<file path="config.mk">
export PLATFORM = sky130hd
export DESIGN_NAME = stage_id_decode_flat
export DESIGN_NICKNAME = d
export VERILOG_FILES = /design/src/rtl/stage_id_decode_if.sv /design/src/rtl/stage_id_decode.sv /design/src/flat_wrapper.sv
export SDC_FILE = /design/constraint.sdc
export NUM_CORES = 1
export LEC_CHECK = 0
export ABC_AREA = 1
export BUFFER_PORTS_ARGS = -buffer_cell sky130_fd_sc_hd__buf_4
export CORE_MARGIN = 2
export CORE_UTILIZATION = 62
export CTS_CLUSTER_SIZE = 24
export DETAILED_ROUTE_END_ITERATION = 16
export GPL_TIMING_DRIVEN = 1
export PLACE_DENSITY_LB_ADDON = 0.12
export SLEW_MARGIN = 25
export SYNTH_ARGS = -nofsm -noshare
export SYNTH_HDL_FRONTEND = slang
export SYNTH_SLANG_ARGS = --single-unit
export TNS_END_PERCENT = 100
</file>
<file path="constraint.sdc">
create_clock -name CLK -period 2.1 [get_ports CLK]
set_input_delay 0.105 -clock CLK [delete_from_list [all_inputs] [get_ports CLK]]
set_output_delay 0.105 -clock CLK [all_outputs]
set_load 0.01 [all_outputs]
</file>
<file path="src/rtl/stage_id_decode_if.sv">
// Bundles the decode stage's input and output signals: the instruction from
// IF/ID, flush and write-back from upstream, and the ID/EX outputs downstream.
interface stage_id_decode_if #(parameter int N = 32);
  logic [N-1:0] instruction_id_i;
  logic         clear_pipes_i;
  logic         we_wb_i;
  logic [3:0]   rd_wb_i;
  logic [N-1:0] data_wb_i;

  logic [1:0]   branchselect_id_o;
  logic         stall_o;
  logic [N-1:0] opA_ex_o;
  logic [N-1:0] opB_ex_o;
  logic [N-1:0] Extend_ex_o;
  logic [3:0]   rd_ex_o;
  logic [3:0]   alu_func_ex_o;
  logic [1:0]   branchselect_ex_o;
  logic         mem_re_ex_o;
  logic         mem_we_ex_o;
  logic         reg_we_ex_o;
  logic         valid_ex_o;

  modport master (
    output instruction_id_i, clear_pipes_i, we_wb_i, rd_wb_i, data_wb_i,
    input  branchselect_id_o, stall_o, opA_ex_o, opB_ex_o, Extend_ex_o,
           rd_ex_o, alu_func_ex_o, branchselect_ex_o, mem_re_ex_o,
           mem_we_ex_o, reg_we_ex_o, valid_ex_o
  );

  modport slave (
    input  instruction_id_i, clear_pipes_i, we_wb_i, rd_wb_i, data_wb_i,
    output branchselect_id_o, stall_o, opA_ex_o, opB_ex_o, Extend_ex_o,
           rd_ex_o, alu_func_ex_o, branchselect_ex_o, mem_re_ex_o,
           mem_we_ex_o, reg_we_ex_o, valid_ex_o
  );
endinterface

</file>
<file path="src/rtl/stage_id_decode.sv">
// Instruction decode stage: decodes the IF/ID instruction, reads the register
// file (write-through bypass from write-back), sign-extends immediates and
// registers everything into ID/EX. A load in EX whose destination feeds the
// instruction in ID produces a one-cycle stall and a bubble.
module stage_id_decode #(
  parameter int N    = 32,
  parameter int NREG = 16
) (
  input logic CLK,
  input logic RST,
  stage_id_decode_if.slave bus
);

  logic [N-1:0] instr;
  logic [1:0]   typ;
  logic [3:0]   func;
  logic [3:0]   rd;
  logic [3:0]   rn;
  logic [3:0]   rm;
  logic         is_load;
  logic         is_store;
  logic         is_imm;
  logic         reg_we;
  logic [1:0]   bclass;
  logic [N-1:0] imm18_ext;
  logic [N-1:0] imm26_ext;
  logic [N-1:0] ext_val;
  logic [3:0]   rm_port_addr;
  logic [N-1:0] rn_val;
  logic [N-1:0] rm_val;
  logic [N-1:0] opb_val;
  logic         stall;

  logic [N-1:0] regs [0:NREG-1];

  assign instr = bus.instruction_id_i;

  // Field extraction and control decode of the instruction sitting in ID
  always_comb begin
    typ      = instr[31:30];
    func     = instr[29:26];
    rd       = instr[25:22];
    rn       = instr[21:18];
    rm       = instr[17:14];
    is_load  = (typ == 2'b10) && func[0];
    is_store = (typ == 2'b10) && !func[0];
    is_imm   = (typ == 2'b01) || (typ == 2'b10);
    reg_we   = (((typ == 2'b00) || (typ == 2'b01)) && (instr != '0)) || is_load;
    bclass   = (typ == 2'b11) ? instr[27:26] : 2'b00;
    imm18_ext = {{(N-18){instr[17]}}, instr[17:0]};
    imm26_ext = {{(N-26){instr[25]}}, instr[25:0]};
    if (typ == 2'b11)
      ext_val = imm26_ext;
    else if (is_imm)
      ext_val = imm18_ext;
    else
      ext_val = '0;
    // store data comes from rd, routed through the Rm read port
    rm_port_addr = is_store ? rd : rm;
  end

  // Register file reads: R0 is hard zero, write-back data bypasses the array
  always_comb begin
    rn_val = '0;
    rm_val = '0;
    if (rn != 4'd0)
      rn_val = (bus.we_wb_i && (bus.rd_wb_i == rn)) ? bus.data_wb_i : regs[rn];
    if (rm_port_addr != 4'd0)
      rm_val = (bus.we_wb_i && (bus.rd_wb_i == rm_port_addr)) ? bus.data_wb_i : regs[rm_port_addr];
    opb_val = is_imm ? imm18_ext : rm_val;
  end

  // Load-use hazard against the load currently held in ID/EX
  always_comb begin
    stall = 1'b0;
    if (bus.valid_ex_o && bus.mem_re_ex_o && (bus.rd_ex_o != 4'd0)) begin
      if ((typ != 2'b11) && (rn == bus.rd_ex_o))
        stall = 1'b1;
      if ((typ == 2'b00) && (rm == bus.rd_ex_o))
        stall = 1'b1;
      if (is_store && (rd == bus.rd_ex_o))
        stall = 1'b1;
    end
  end

  assign bus.stall_o           = stall;
  assign bus.branchselect_id_o = stall ? 2'b00 : bclass;

  // Register file write port; R0 is never written
  always_ff @(posedge CLK or negedge RST) begin
    if (!RST) begin
      for (int i = 0; i < NREG; i++)
        regs[i] <= '0;
    end else if (bus.we_wb_i && (bus.rd_wb_i != 4'd0)) begin
      regs[bus.rd_wb_i] <= bus.data_wb_i;
    end
  end

  // ID/EX boundary: flush or stall inserts a bubble, otherwise capture decode
  always_ff @(posedge CLK or negedge RST) begin
    if (!RST) begin
      bus.opA_ex_o          <= '0;
      bus.opB_ex_o          <= '0;
      bus.Extend_ex_o       <= '0;
      bus.rd_ex_o           <= '0;
      bus.alu_func_ex_o     <= '0;
      bus.branchselect_ex_o <= '0;
      bus.mem_re_ex_o       <= 1'b0;
      bus.mem_we_ex_o       <= 1'b0;
      bus.reg_we_ex_o       <= 1'b0;
      bus.valid_ex_o        <= 1'b0;
    end else if (bus.clear_pipes_i || stall) begin
      bus.opA_ex_o          <= '0;
      bus.opB_ex_o          <= '0;
      bus.Extend_ex_o       <= '0;
      bus.rd_ex_o           <= '0;
      bus.alu_func_ex_o     <= '0;
      bus.branchselect_ex_o <= '0;
      bus.mem_re_ex_o       <= 1'b0;
      bus.mem_we_ex_o       <= 1'b0;
      bus.reg_we_ex_o       <= 1'b0;
      bus.valid_ex_o        <= 1'b0;
    end else begin
      bus.opA_ex_o          <= rn_val;
      bus.opB_ex_o          <= opb_val;
      bus.Extend_ex_o       <= ext_val;
      bus.rd_ex_o           <= rd;
      bus.alu_func_ex_o     <= func;
      bus.branchselect_ex_o <= bclass;
      bus.mem_re_ex_o       <= is_load;
      bus.mem_we_ex_o       <= is_store;
      bus.reg_we_ex_o       <= reg_we;
      bus.valid_ex_o        <= 1'b1;
    end
  end

endmodule

</file>
<file path="src/flat_wrapper.sv">
// flat-port wrapper written by rule: the top's interface ports become plain ports
module stage_id_decode_flat 
#(
  parameter int N    = 32,
  parameter int NREG = 16
)
  (CLK, RST, bus_instruction_id_i, bus_clear_pipes_i, bus_we_wb_i, bus_rd_wb_i, bus_data_wb_i, bus_branchselect_id_o, bus_stall_o, bus_opA_ex_o, bus_opB_ex_o, bus_Extend_ex_o, bus_rd_ex_o, bus_alu_func_ex_o, bus_branchselect_ex_o, bus_mem_re_ex_o, bus_mem_we_ex_o, bus_reg_we_ex_o, bus_valid_ex_o);
  stage_id_decode_if #(.N(N)) bus_i ();
  input logic CLK;
  input logic RST;
  input wire logic [$bits(bus_i.instruction_id_i)-1:0] bus_instruction_id_i;
  input wire logic [$bits(bus_i.clear_pipes_i)-1:0] bus_clear_pipes_i;
  input wire logic [$bits(bus_i.we_wb_i)-1:0] bus_we_wb_i;
  input wire logic [$bits(bus_i.rd_wb_i)-1:0] bus_rd_wb_i;
  input wire logic [$bits(bus_i.data_wb_i)-1:0] bus_data_wb_i;
  output wire logic [$bits(bus_i.branchselect_id_o)-1:0] bus_branchselect_id_o;
  output wire logic [$bits(bus_i.stall_o)-1:0] bus_stall_o;
  output wire logic [$bits(bus_i.opA_ex_o)-1:0] bus_opA_ex_o;
  output wire logic [$bits(bus_i.opB_ex_o)-1:0] bus_opB_ex_o;
  output wire logic [$bits(bus_i.Extend_ex_o)-1:0] bus_Extend_ex_o;
  output wire logic [$bits(bus_i.rd_ex_o)-1:0] bus_rd_ex_o;
  output wire logic [$bits(bus_i.alu_func_ex_o)-1:0] bus_alu_func_ex_o;
  output wire logic [$bits(bus_i.branchselect_ex_o)-1:0] bus_branchselect_ex_o;
  output wire logic [$bits(bus_i.mem_re_ex_o)-1:0] bus_mem_re_ex_o;
  output wire logic [$bits(bus_i.mem_we_ex_o)-1:0] bus_mem_we_ex_o;
  output wire logic [$bits(bus_i.reg_we_ex_o)-1:0] bus_reg_we_ex_o;
  output wire logic [$bits(bus_i.valid_ex_o)-1:0] bus_valid_ex_o;
  assign bus_i.instruction_id_i = bus_instruction_id_i;
  assign bus_i.clear_pipes_i = bus_clear_pipes_i;
  assign bus_i.we_wb_i = bus_we_wb_i;
  assign bus_i.rd_wb_i = bus_rd_wb_i;
  assign bus_i.data_wb_i = bus_data_wb_i;
  assign bus_branchselect_id_o = bus_i.branchselect_id_o;
  assign bus_stall_o = bus_i.stall_o;
  assign bus_opA_ex_o = bus_i.opA_ex_o;
  assign bus_opB_ex_o = bus_i.opB_ex_o;
  assign bus_Extend_ex_o = bus_i.Extend_ex_o;
  assign bus_rd_ex_o = bus_i.rd_ex_o;
  assign bus_alu_func_ex_o = bus_i.alu_func_ex_o;
  assign bus_branchselect_ex_o = bus_i.branchselect_ex_o;
  assign bus_mem_re_ex_o = bus_i.mem_re_ex_o;
  assign bus_mem_we_ex_o = bus_i.mem_we_ex_o;
  assign bus_reg_we_ex_o = bus_i.reg_we_ex_o;
  assign bus_valid_ex_o = bus_i.valid_ex_o;
  stage_id_decode #(.N(N), .NREG(NREG)) u_core (.CLK(CLK), .RST(RST), .bus(bus_i));
endmodule
</file>
After elaboration in Yosys (flattened, before gate mapping):

Cells that the tools add are included.

* register bits after elaboration: 622
* bits of input ports: 72
* output and inout port bits: 113
* word-level logic and storage cells: 98

* order comparisons: 4
* equal/unequal tests: 9
* multiplexer cells: 33
* bitwise operators: 3
* reduce and logical (&&, ||, !) cells: 23

Operators by type and width (count)
* $bwmux W512: 1
* $mux W32: 15
* $bmux W32 S4: 2
* $demux W32 S4: 1
* $reduce_bool A32 Y1: 1
* $eq A4 B4 Y1: 5
* $reduce_bool A4 Y1: 4
* $ge A5 B5 Y1 const B: 3
* $not A4 Y5: 3
* $logic_and A1 B1 Y1: 12
* $mux W4: 3
* $mux W1: 8
* $mux W2: 3
* $lt A5 B1 Y1 const B: 1
* $eq A2 B2 Y1 const B: 2
* $logic_or A1 B1 Y1: 4
* $eq A2 B1 Y1 const B: 1
* $logic_not A2 Y1: 1
* $ne A2 B2 Y1 const B: 1
* $logic_not A1 Y1: 1

Longest topological paths before layout:

* depth in word-level cells: 11
* mapped depth: 16
* mapped depth without buffers: 13

Worst setup path after synthesis:

Ideal clock, no wire load.

* kind: input port to flip-flop
* start point: in bus_instruction_id_i[30]
* end point: reg u_core.bus.opB_ex_o[21]
* setup time: 133 ps
* arrival time: 1616 ps
* data required time: 1967 ps
* slack: 351 ps
* stages: 12
* path buffers: 3
* cells stage by stage: inv_1 ha_1 nand2_2 buf_6 nor3_1 nand4_1 nand3_1 nand2_1 buf_2 o211ai_1 buf_2 a21oi_1

* longest elaborated chain between the ends: 11

Ends and longest elaborated chain
* from (decl): RTL line flat_wrapper.sv:11 `input wire logic [$bits(bus_i.instruction_id_i)-1:0] bus_instruction_id_i;`
* $eq A2 B2 Y1: RTL line stage_id_decode.sv:46, stage_id_decode.sv:47
* $logic_and A1 B1 Y1: RTL line stage_id_decode.sv:46 `is_store = (typ == 2'b10) && !func[0];`
* $mux W4: RTL line stage_id_decode.sv:59 `rm_port_addr = is_store ? rd : rm;`
* $not A4 Y5 (not written as such): RTL line stage_id_decode.sv:69 `rm_val = (bus.we_wb_i && (bus.rd_wb_i == rm_port_addr)) ? bus.data_wb_i : regs[rm_port_addr];`
* $bmux W32 S4: RTL line stage_id_decode.sv:69
* $mux W32 (not written as such) (2 in series): RTL line stage_id_decode.sv:69
* $mux W32: RTL line stage_id_decode.sv:69
* $mux W32: RTL line stage_id_decode.sv:68 `if (rm_port_addr != 4'd0)`
* $mux W32: RTL line stage_id_decode.sv:70 `opb_val = is_imm ? imm18_ext : rm_val;`
* $mux W32 (*): RTL line stage_id_decode.sv:112 `end else if (bus.clear_pipes_i || stall) begin`
* to (signal assigned): RTL line stage_id_decode.sv:125 `bus.opB_ex_o <= opb_val;`
* to (decl): RTL line stage_id_decode_if.sv:32 `output branchselect_id_o, stall_o, opA_ex_o, opB_ex_o, Extend_ex_o,`

Mark *: on every way between the ends. The rest lies on a longest branch, timed or not. The select of a mux whose other input is x is not followed.
A chain may end at the register's enable or synchronous reset.

Worst setup path in the final report:

* start point: reg u_core.bus.rd_ex_o[1] (netlist bit)
* end point: out bus_branchselect_id_o[0]

* longest elaborated chain between the ends: 7

Ends and longest elaborated chain
* from (decl): RTL line stage_id_decode_if.sv:33 `rd_ex_o, alu_func_ex_o, branchselect_ex_o, mem_re_ex_o,`
* from (signal assigned): RTL line stage_id_decode.sv:127 `bus.rd_ex_o <= rd;`
* $eq A4 B4 Y1: RTL line stage_id_decode.sv:77 `if ((typ != 2'b11) && (rn == bus.rd_ex_o))`
* $logic_and A1 B1 Y1: RTL line stage_id_decode.sv:77
* $mux W1: RTL line stage_id_decode.sv:77
* $mux W1: RTL line stage_id_decode.sv:79 `if ((typ == 2'b00) && (rm == bus.rd_ex_o))`
* $mux W1: RTL line stage_id_decode.sv:81 `if (is_store && (rd == bus.rd_ex_o))`
* $mux W1 (*): RTL line stage_id_decode.sv:76 `if (bus.valid_ex_o && bus.mem_re_ex_o && (bus.rd_ex_o != 4'd0)) begin`
* $mux W2 (*): RTL line stage_id_decode.sv:87 `assign bus.branchselect_id_o = stall ? 2'b00 : bclass;`
* to (decl): RTL line flat_wrapper.sv:16 `output wire logic [$bits(bus_i.branchselect_id_o)-1:0] bus_branchselect_id_o;`

Mark *: on every way between the ends. The rest lies on a longest branch, timed or not.

==> metrics.cfg <==
[run_status]
status=finished with violations
failed_checks=setup timing

[pwr]
internal_power_uw=24200
worst_ir_drop_vdd_mv=0.828
swShare_pct=31.9
cellLeakagePower_uw=0.0180
power-per-cell-area_mw_per_mm2=915
p_switching_uw=11300
p_clk_share_pct=34.5
power_frac_seq_pct=44.1
share_comb_of_total_power_pct=21.4

[yosys]
postSynthAreaPerCell_um2=7.48
summed_instance_area_of_the_synthesized_netlist_mm2=0.0324
post_synth_num_cell_types=32
syn_nets=4403
synth.ff_latch_count=616
post-synth-top-area-cell=sky130_fd_sc_hd__dfrtp_1
post-synth-top-area-fraction_pct=47.6
post_synth_main_area_contributors=sky130_fd_sc_hd__dfrtp_1 48%, sky130_fd_sc_hd__o21ai_0 11%, sky130_fd_sc_hd__nand3_1 11%, sky130_fd_sc_hd__nand2_1 11%, sky130_fd_sc_hd__o211ai_1 3.4%
count_of_yosys_warnings_during_synthesis=0
seq_area_frac_synth_pct=47.6
instance_count_of_the_mapped_netlist=4327

[detailed_routing]
totalWireLength_um=120000
num_vias=33800
drt_iter0_markers=5375
drt_pre_antenna_iters=7
detail-route-antenna-nets=0
routed_wire_length_per_instance_um=23.0
remaining_drc_errors=0
route.detailed.vias_per_inst=6.51

[sta]
final-setup-viol-count=4
report.final.hold_viol_count=0
rsz_0062_raised_after_global_routing=yes
relSlewSlack_pct=46.3
worst_slew_pin_slew_ns=0.802
summed_negative_setup_slack_over_all_endpoints_ns=-0.305
maximum_achievable_frequency_mhz=452
final_max_slew_viols=0
post-route-period-util_pct=105
period_needed_ns=2.21
worst_slack_ns=-0.111
final.setup_skew_ns=0.0188

[clocking]
cts_tree=done
clock_insertion_delay_worst_skew_ns=0.62
ctsLongestPathBuffers=3
cts_num_sinks=616
cts_inserted_buffers=68
clk_transition_reported_paths_ns=0.07
cts-root-buf=sky130_fd_sc_hd__clkbuf_16
htreeDepth=3

[floorplanning]
die_width_um=232
effective_utilization_at_floorplan_pct=62.9
placement_rows=83
core_region_area_mm2=0.0514
die_y_um=232
io-pin-count=185
floorplan.die_area_mm2=0.0540

[cells_and_area]
most_used_cells_in_the_layout_excluding_fill_and_tap_cells=917 x sky130_fd_sc_hd__nand2_1, 726 x sky130_fd_sc_hd__o21ai_0, 708 x sky130_fd_sc_hd__nand3_1
seq_area_mm2=0.0154
syn2layout_area_growth_pct=20.0
finalCoreUtilization_pct=75.6
drive_above_1_share_pct=13.1
final.fill_count=3834
finish.cell_count_without_fillers=5192
multi_input_comb_area_mm2=0.0146
layout_commonest_cell=sky130_fd_sc_hd__nand2_1
antenna_cells=0
number_of_nets_in_the_layout=4539

[hold_path]
min_path_type=input pin to async pin

[setup_path]
critical-path-slowest-cell=sky130_fd_sc_hd__dfrtp_1
timing.critical_path.from_type=flip-flop
ff2ff_setup_slack_ns=-0.06
required_worst_endpoint_ns=2.00
worst-path-max-fanout=4
arrival_time_of_the_worst_setup_path_ns=2.11
timing.critical_path.slowest_cell_delay_ns=0.40
cp_most_frequent_cell=sky130_fd_sc_hd__inv_1
setup.worst_path.end_class=output port
timing.critical_path.cells=inv_1 -> o22ai_1 -> inv_1 -> nand4_1 -> nand3_1 -> nand2_2 -> inv_2 -> nor3_2 -> buf_4
criticalPathCategory=flip-flop to output port

[placed_design]
dp_hpwl_um=72600
placedCellCount=5007
preCtsSetupSlack_ns=-0.133
place_congestion=0.961
io_buffer_count=184

[grt]
grt_first_pass_wirelength_um=185000
grt_remaining_overflow=0
number_of_antenna_violations_at_the_first_check_in_global_routing=2
pin_count_of_the_biggest_net_entering_global_routing=77
first_global_vias=32300
grtUsageTotal_pct=44.5

[flow_run]
max-cap-violations=0

-- logic make-up (layout without fill, tap and decap cells) --
group,after synthesis,count (layout),synth area share (%)
xor gates and xnor gates,6,6,0.162
adders and majority gates,4,4,0.155
DFF,616,616,47.6
buffers and inverters,629,814,7.84
AOI/OAI and AO/OA,1101,1101,18.2
and+or+nand+nor,1971,1971,26.0
-- per-stage QoR --
step	cell area, µm²	hold slack, ns	power, µW
after floorplan	32400	-0.191	20000
after CTS	38800	0.0388	35300
after global routing	38800	0.0731	37200
after detailed placement	35900	0.0830	23000
final	38800	0.0422	35600
after global placement	35900	0.0843	22800
-- power groups by stage --
stage,Sequential (µW),Combinational (µW),Clock [µW]
2_1_floorplan,15400,4570,0
3_3_place_gp,15700,7070,0
3_5_place_dp,15700,7300,0
4_1_cts,15600,7450,12300
5_1_grt,15900,8510,12800
6_report,15700,7620,12300
-- cell type report --
type,count,share of cell area [%]
clock buffer,93,5.12
clock inverter,26,0.709
inverter,209,2.06
multi-input combinational,3082,37.7
sequential,616,39.7
tap,680,2.19
timing repair buffer,486,12.5
-- sequential cells by signal, indices dropped and copies added (netlist names) --
| register | cells |
|---|---|
| u_core.bus.Extend_ex_o | 26 |
| u_core.bus.alu_func_ex_o | 4 |
| u_core.bus.branchselect_ex_o | 2 |
| u_core.bus.mem_re_ex_o | 1 |
| u_core.bus.mem_we_ex_o | 1 |
| u_core.bus.opA_ex_o | 32 |
| u_core.bus.opB_ex_o | 32 |
| u_core.bus.rd_ex_o | 4 |
| u_core.bus.reg_we_ex_o | 1 |
| u_core.bus.valid_ex_o | 1 |
| u_core.regs | 512 |
-- critical path: cells and delay by family, from the launching register on --
kind / cells / cell delay (ns)
AO/OA/AOI/OAI: 1 / 0.19
buffers and inverters: 4 / 0.41
flip-flops: 1 / 0.40
AND/OR/NAND/NOR: 4 / 0.48
-- routing by layer --
layer  GRT usage (%)  up-vias  wire length, µm  share of wire, %
met5               0        -               25             0.021
met4            29.1        4             8350               7.0
met3            13.1      651            16400                14
met2            66.6     2691            52100                44
met1            56.5    15600            42600                36
li1                -    14800                -                 -
-- synth_stat cells --
cell	n
sky130_fd_sc_hd__o21ai_1	15
sky130_fd_sc_hd__xor2_1	1
sky130_fd_sc_hd__o21ai_0	729
sky130_fd_sc_hd__o211ai_1	146
sky130_fd_sc_hd__buf_2	106
sky130_fd_sc_hd__nand2_2	3
sky130_fd_sc_hd__o21ai_4	1
sky130_fd_sc_hd__nor4_2	2
sky130_fd_sc_hd__clkbuf_2	1
sky130_fd_sc_hd__clkbuf_1	284
sky130_fd_sc_hd__a221oi_1	1
sky130_fd_sc_hd__xnor2_1	5
sky130_fd_sc_hd__nand3_2	1
sky130_fd_sc_hd__nor3_1	26
sky130_fd_sc_hd__nor3_2	3
sky130_fd_sc_hd__ha_1	4
sky130_fd_sc_hd__clkinv_1	1
sky130_fd_sc_hd__inv_2	7
sky130_fd_sc_hd__a31oi_1	1
sky130_fd_sc_hd__buf_1	19
sky130_fd_sc_hd__o22ai_1	2
sky130_fd_sc_hd__nor2_1	282
sky130_fd_sc_hd__nand2_1	929
sky130_fd_sc_hd__dfrtp_1	616
sky130_fd_sc_hd__nand4_1	9
sky130_fd_sc_hd__buf_4	9
sky130_fd_sc_hd__o21ai_2	2
sky130_fd_sc_hd__inv_1	201
sky130_fd_sc_hd__buf_6	1
sky130_fd_sc_hd__nor4_1	2
sky130_fd_sc_hd__a21oi_1	204
sky130_fd_sc_hd__nand3_1	714
-- worst paths after layout --
kind                                                     endpoint  cells past startpoint                             from
max in group asynchronous            u_core.regs[343]$_DFFE_PN0P_                      3                              RST
worst min register to register       u_core.regs[487]$_DFFE_PN0P_                      0     u_core.regs[487]$_DFFE_PN0P_
min in group CLK                     u_core.regs[446]$_DFFE_PN0P_                      5                   bus_rd_wb_i[2]
worst max-delay path                     bus_branchselect_id_o[0]                      9  u_core.bus.rd_ex_o[1]$_DFF_PN0_
worst max register to register  u_core.bus.opB_ex_o[13]$_DFF_PN0_                     10  u_core.bus.rd_ex_o[1]$_DFF_PN0_
worst min-delay path                 u_core.regs[273]$_DFFE_PN0P_                      2                              RST
-- what timing repair did --
item	4_1_cts	5_1_grt
pin swaps	0	6
gates resized for setup	4	18
hold endpoints to repair	882	0
setup buffers	4	2
hold buffers	60	0
endpoints found under the setup margin	3	63
(Power assumes the default switching activity.)
